### config.mk
export PLATFORM = sky130hd
export DESIGN_NAME = joystick_conditioner
export DESIGN_NICKNAME = d
export VERILOG_FILES = /design/src/rtl/mega99_joy_pkg.sv /design/src/rtl/joy_debounce_bit.sv /design/src/rtl/joystick_conditioner.sv
export SDC_FILE = /design/constraint.sdc
export NUM_CORES = 1
export LEC_CHECK = 0
export CAP_MARGIN = 20
export CORE_ASPECT_RATIO = 1.4
export CORE_UTILIZATION = 40
export CTS_CLUSTER_DIAMETER = 100
export DETAILED_ROUTE_END_ITERATION = 16
export SLEW_MARGIN = 20
export SYNTH_ARGS = -nofsm -noshare
export SYNTH_HDL_FRONTEND = slang
export SYNTH_HIERARCHICAL = 1
export SYNTH_SLANG_ARGS = --single-unit
### constraint.sdc
create_clock -name clk -period 7.6 [get_ports clk]
set_input_delay 0.76 -clock clk [delete_from_list [all_inputs] [get_ports clk]]
set_output_delay 0.76 -clock clk [all_outputs]
set_load 0.05 [all_outputs]
### src/rtl/mega99_joy_pkg.sv
// Shared joystick vector width, bit positions and a counter-width helper
// for the Pmod joystick conditioning path.
package mega99_joy_pkg;

  localparam int JOY_W     = 5;
  localparam int JOY_FIRE  = 0;
  localparam int JOY_LEFT  = 1;
  localparam int JOY_RIGHT = 2;
  localparam int JOY_DOWN  = 3;
  localparam int JOY_UP    = 4;

  typedef logic [0:JOY_W-1] joy_vec_t;

  // Width of a counter holding 0..n-1; never narrower than one bit.
  function automatic int cnt_width(input int n);
    return (n > 1) ? $clog2(n) : 1;
  endfunction

endpackage

### src/rtl/joy_debounce_bit.sv
// One joystick pin: 2-flop synchronizer followed by a tick-paced debouncer.
// The debounced value is kept active-low, matching the raw pin.
module joy_debounce_bit
  import mega99_joy_pkg::*;
#(
  parameter int DEBOUNCE_SAMPLES = 50
) (
  input  logic clk,
  input  logic rst_n,
  input  logic tick,
  input  logic pin_n,
  output logic debounced_n
);

  localparam int              CNT_W    = cnt_width(DEBOUNCE_SAMPLES);
  localparam logic [CNT_W-1:0] CNT_LAST = CNT_W'(DEBOUNCE_SAMPLES - 1);

  logic             meta_reg;
  logic             sync_reg;
  logic [CNT_W-1:0] cnt_reg;
  logic             deb_reg;

  always_ff @(posedge clk) begin
    if (!rst_n) begin
      meta_reg <= 1'b1;
      sync_reg <= 1'b1;
      cnt_reg  <= '0;
      deb_reg  <= 1'b1;
    end else begin
      meta_reg <= pin_n;
      sync_reg <= meta_reg;
      // Any sample that agrees with the current state restarts the run.
      if (tick) begin
        if (sync_reg == deb_reg) begin
          cnt_reg <= '0;
        end else if (cnt_reg == CNT_LAST) begin
          deb_reg <= sync_reg;
          cnt_reg <= '0;
        end else begin
          cnt_reg <= cnt_reg + CNT_W'(1);
        end
      end
    end
  end

  assign debounced_n = deb_reg;

endmodule

### src/rtl/joystick_conditioner.sv
// Conditions two active-low Pmod joysticks into debounced active-high vectors
// for the mainboard, with a shared sample prescaler and a change strobe.
module joystick_conditioner
  import mega99_joy_pkg::*;
#(
  parameter int PRESCALE         = 10740,
  parameter int DEBOUNCE_SAMPLES = 50
) (
  input  logic             clk,
  input  logic             rst_n,
  input  logic             joy_enable,
  input  logic [0:JOY_W-1] joy1_pin_n,
  input  logic [0:JOY_W-1] joy2_pin_n,
  output logic [0:JOY_W-1] joy1,
  output logic [0:JOY_W-1] joy2,
  output logic             joy_change
);

  localparam int               PRESC_W    = cnt_width(PRESCALE);
  localparam logic [PRESC_W-1:0] PRESC_LAST = PRESC_W'(PRESCALE - 1);
  localparam int               NBITS      = 2 * JOY_W;

  logic [PRESC_W-1:0] presc_reg;
  logic               tick;

  logic [0:NBITS-1] pin_n_all;
  logic [0:NBITS-1] deb_n_all;

  joy_vec_t joy1_next;
  joy_vec_t joy2_next;
  joy_vec_t joy1_reg;
  joy_vec_t joy2_reg;
  logic     joy_change_reg;

  assign tick = (presc_reg == PRESC_LAST);

  always_ff @(posedge clk) begin
    if (!rst_n) begin
      presc_reg <= '0;
    end else if (tick) begin
      presc_reg <= '0;
    end else begin
      presc_reg <= presc_reg + PRESC_W'(1);
    end
  end

  // Joystick 1 occupies indices 0..4, joystick 2 indices 5..9.
  assign pin_n_all = {joy1_pin_n, joy2_pin_n};

  generate
    for (genvar gi = 0; gi < NBITS; gi++) begin : g_bit
      joy_debounce_bit #(
        .DEBOUNCE_SAMPLES(DEBOUNCE_SAMPLES)
      ) u_bit (
        .clk        (clk),
        .rst_n      (rst_n),
        .tick       (tick),
        .pin_n      (pin_n_all[gi]),
        .debounced_n(deb_n_all[gi])
      );
    end
  endgenerate

  assign joy1_next = ~deb_n_all[0:JOY_W-1]     & {JOY_W{joy_enable}};
  assign joy2_next = ~deb_n_all[JOY_W:NBITS-1] & {JOY_W{joy_enable}};

  always_ff @(posedge clk) begin
    if (!rst_n) begin
      joy1_reg       <= '0;
      joy2_reg       <= '0;
      joy_change_reg <= 1'b0;
    end else begin
      joy1_reg       <= joy1_next;
      joy2_reg       <= joy2_next;
      joy_change_reg <= ({joy1_next, joy2_next} != {joy1_reg, joy2_reg});
    end
  end

  assign joy1       = joy1_reg;
  assign joy2       = joy2_reg;
  assign joy_change = joy_change_reg;

endmodule

==> results by group <==
Synthesis
  – Number of enable flip-flop cells after synthesis: 0
  – Most frequent cell after synthesis: sky130_fd_sc_hd__dfxtp_1
  – Portion of synthesized cell area occupied by the leading cell type: 0.411
  – Per-instance average area after synthesis: 9.62 um2
  – Netlist area before placement: 5600 um2
  – Main synth FF type: sky130_fd_sc_hd__dfxtp_1
  – Number of unique standard cell types used by synthesis: 41
  – Asr flop ratio synth: 0
  – Number of cells produced by synthesis: 582
  – Synth cell count leaders: sky130_fd_sc_hd__dfxtp_1, sky130_fd_sc_hd__inv_1, sky130_fd_sc_hd__nand2b_1
  – Sequential cell area fraction in the yosys report: 0.411
  – Number of storage elements in the synthesis netlist: 115
  – Yosys warning count: 6
  – Biggest area consumer among synthesized cells: sky130_fd_sc_hd__dfxtp_1
  – Biggest area contributors in the synthesized netlist: sky130_fd_sc_hd__dfxtp_1, sky130_fd_sc_hd__nand2b_1, sky130_fd_sc_hd__and2_1
  – Post-Syn Nets: 616

Timing
  – Maximum clock skew at final layout: 0.00767 ns
  – Final hold violation count: 0
  – Tightest Pin Transition: 0.883 ns
  – Achievable Freq: 376 MHz
  – RSZ-0062 raised after global routing: false
  – Setup Viol. Count Final: 0
  – Setup tns final: 0 ns
  – Share of the clock period used by the worst path after layout: 0.350
  – Worst slew slack as a fraction of its limit: 0.411
  – Period minus WS final: 2.66 ns
  – Number of pins with negative max-slew slack in the final report: 0

Power
  – Overall power after layout: 0.00144 W
  – LEAKAGE: 2.68 nW
  – Power density normalized to cell area: 216 nW/um2
  – Maximum VDD drop: 0.135 mV

Die
  – Die footprint: 14500 um2
  – Placement Rows: 50
  – Vertical die dimension: 142 um
  – Core outline area: 13500 um2
  – Horiz. Die Dim: 102 um
  – Top-level port count: 24
  – Effective utilization at floorplan: 0.414

GRT
  – Congestion Overflow GR: 0
  – Initial antenna violation count: 0
  – Number of global-route vias before repair: 4010
  – Maximum number of pins on one net before global-route repair: 95
  – Combined global-route utilization of all metal layers: 0.154
  – Wire length of the first global-routing pass: 17.4 mm

Layout
  – Final instance area: 6650 um2
  – Max reg flops: 60
  – Final-stage net count: 656
  – Utilization after layout: 0.492
  – Share of final-layout standard cells stronger than drive strength 1: 0.0869
  – Layout overhead on the synthesized area: 18.9%
  – Diode insertion count for antenna repair: 0

Routing
  – Routed Antenna Nets: 0
  – Average wire per cell in the routed design: 12.1 um
  – Drt pass-1 iters: 4
  – Vias: 4051
  – Violation count after the first detailed-routing iteration: 140
  – Routed Wire Length: 9.84 mm
  – Via density: 4.97
  – Number of DRC violations after detailed routing: 0

Clock network
  – Maximum root-to-sink buffer count: 2
  – Clock network latency to the later pin of the worst-skew pair: 0.41 ns
  – Quantity of gates resized following cts: 0
  – Number of CTS-inserted buffers: 17
  – CTS root buf: sky130_fd_sc_hd__clkbuf_16
  – CTS tree: yes
  – Clock Sink Count: 115
  – Number of hold buffers added after cts: 0
  – H-tree level count: 4
  – Number of setup buffers added after CTS: 0
  – CTS clk-pin slew, worst paths: 0.05 ns

Critical path
  – Critical Path Max Stage Delay: 0.71 ns
  – Startpoint-to-endpoint class of the critical path: reg -> reg
  – Worst setup SP type: register
  – Worst-path cell chain: and4_1, nand4_2, nor4_4, buf_4, o211ai_2, nor3b_1, o31a_1
  – Crit Path Max Fanout: 80
  – Standard cell with the maximum stage delay on the critical path: sky130_fd_sc_hd__buf_4
  – WP data required: 7.96 ns
  – Endpoint arrival time on the critical path: 3.02 ns
  – Capturing element type of the critical path: register

Placed design
  – Post-DP Area: 6040 um2
  – Detailed placement HPWL: 6.60 mm
  – Final weighted congestion in routability-driven placement: 0.754
  – Count of input and output buffers: 23

Job
  – Number of max-capacitance violations reported: 0

Hold path
  – Type of the most critical hold path: reg -> reg

Run status
  – Outcome: completed
==> kinds of logic after synthesis <==
group,count (synthesis),share of synthesized area
adder cells (fa/ha/maj),21,0.0469
AO/OA/AOI/OAI,85,0.115
multiplexers,20,0.0358
AND/OR/NAND/NOR,248,0.285
XOR/XNOR,44,0.0689
flip-flops,115,0.411
buffers and inverters,49,0.0364
==> routing by layer <==
metal  part of all wire  track usage
met5                  0            0
met4              0.022       0.0789
met3              0.028       0.0457
met2               0.52        0.276
met1               0.43        0.159
==> area by class of cell <==
type / count / area [um2]
Clock buffer: 27 / 543
Clock inverter: 3 / 65.1
Fill cell: 1278 / 6860
Inverter: 45 / 169
Multi-Input combinational cell: 418 / 3110
Sequential cell: 115 / 2300
Tap cell: 182 / 228
Timing Repair Buffer: 25 / 240
==> through the flow <==
stage | hold WS, ns | instances | setup slack, ns
2_1_floorplan | 0.386 | 582 | 2.31
3_3_place_gp | 0.395 | 785 | 4.99
3_5_place_dp | 0.397 | 785 | 4.94
4_1_cts | 0.408 | 815 | 4.93
5_1_grt | 0.419 | 815 | 4.65
6_report | 0.403 | 815 | 4.94
==> worst max-delay path: cells and delay by family (launching register included) <==
| family | cells | cell delay [ns] |
|---|---|---|
| AND/OR/NAND/NOR | 4 | 0.99 |
| AO/OA/AOI/OAI | 2 | 0.46 |
| buffers and inverters | 1 | 0.71 |
| flip-flops | 1 | 0.41 |
==> path summary, 6_finish.rpt <==
kind | cells after the start | end | slack (ns) | from
worst min register to register | 1 | g_bit[8].u_bit/sync_reg | 0.40 | g_bit[8].u_bit/meta_reg
worst max-delay path | 7 | g_bit[5].u_bit/cnt_reg[5] | 4.94 | presc_reg[5]
worst max register to register | 7 | g_bit[5].u_bit/cnt_reg[5] | 4.94 | presc_reg[5]
worst min-delay path | 1 | g_bit[8].u_bit/sync_reg | 0.40 | g_bit[8].u_bit/meta_reg
==> cells in the final DEF (no fill, tap or decap), types with 2 or more instances in the layout <==
cell | synthesis | layout
sky130_fd_sc_hd__o21ai_0 | 2 | 2
sky130_fd_sc_hd__nand4b_4 | 10 | 10
sky130_fd_sc_hd__nand2b_1 | 45 | 45
sky130_fd_sc_hd__bufinv_16 | 0 | 2
sky130_fd_sc_hd__a21oi_1 | 15 | 15
sky130_fd_sc_hd__o31a_1 | 10 | 10
sky130_fd_sc_hd__clkbuf_8 | 0 | 8
sky130_fd_sc_hd__nand3_1 | 24 | 24
sky130_fd_sc_hd__o211ai_2 | 10 | 10
sky130_fd_sc_hd__clkdlybuf4s50_1 | 0 | 22
sky130_fd_sc_hd__o21a_1 | 11 | 11
sky130_fd_sc_hd__and3_1 | 11 | 11
sky130_fd_sc_hd__ha_1 | 21 | 21
sky130_fd_sc_hd__nand2_1 | 17 | 17
sky130_fd_sc_hd__nand4_1 | 3 | 3
sky130_fd_sc_hd__clkbuf_1 | 0 | 2
sky130_fd_sc_hd__and2_1 | 43 | 43
sky130_fd_sc_hd__and4_1 | 2 | 2
sky130_fd_sc_hd__nor3_1 | 16 | 16
sky130_fd_sc_hd__o22ai_1 | 30 | 30
sky130_fd_sc_hd__nor3b_1 | 20 | 20
sky130_fd_sc_hd__dfxtp_1 | 115 | 115
sky130_fd_sc_hd__nor2_1 | 35 | 35
sky130_fd_sc_hd__clkbuf_16 | 0 | 17
sky130_fd_sc_hd__xnor2_1 | 26 | 26
sky130_fd_sc_hd__nor2b_1 | 11 | 11
sky130_fd_sc_hd__nand3b_1 | 5 | 5
sky130_fd_sc_hd__inv_1 | 45 | 45
sky130_fd_sc_hd__xor2_1 | 18 | 18
sky130_fd_sc_hd__buf_4 | 1 | 2
sky130_fd_sc_hd__mux2i_1 | 20 | 20
==> power by group <==
| group | internal (W) | switching (W) | total [W] |
|---|---|---|---|
| registers | 0.000610 | 0.00000302 | 0.000613 |
| clock network | 0.000547 | 0.000253 | 0.000801 |
| logic | 0.0000117 | 0.0000139 | 0.0000255 |
| total | 0.00117 | 0.000270 | 0.00144 |
Note: power is estimated with default switching activity, not from simulation.
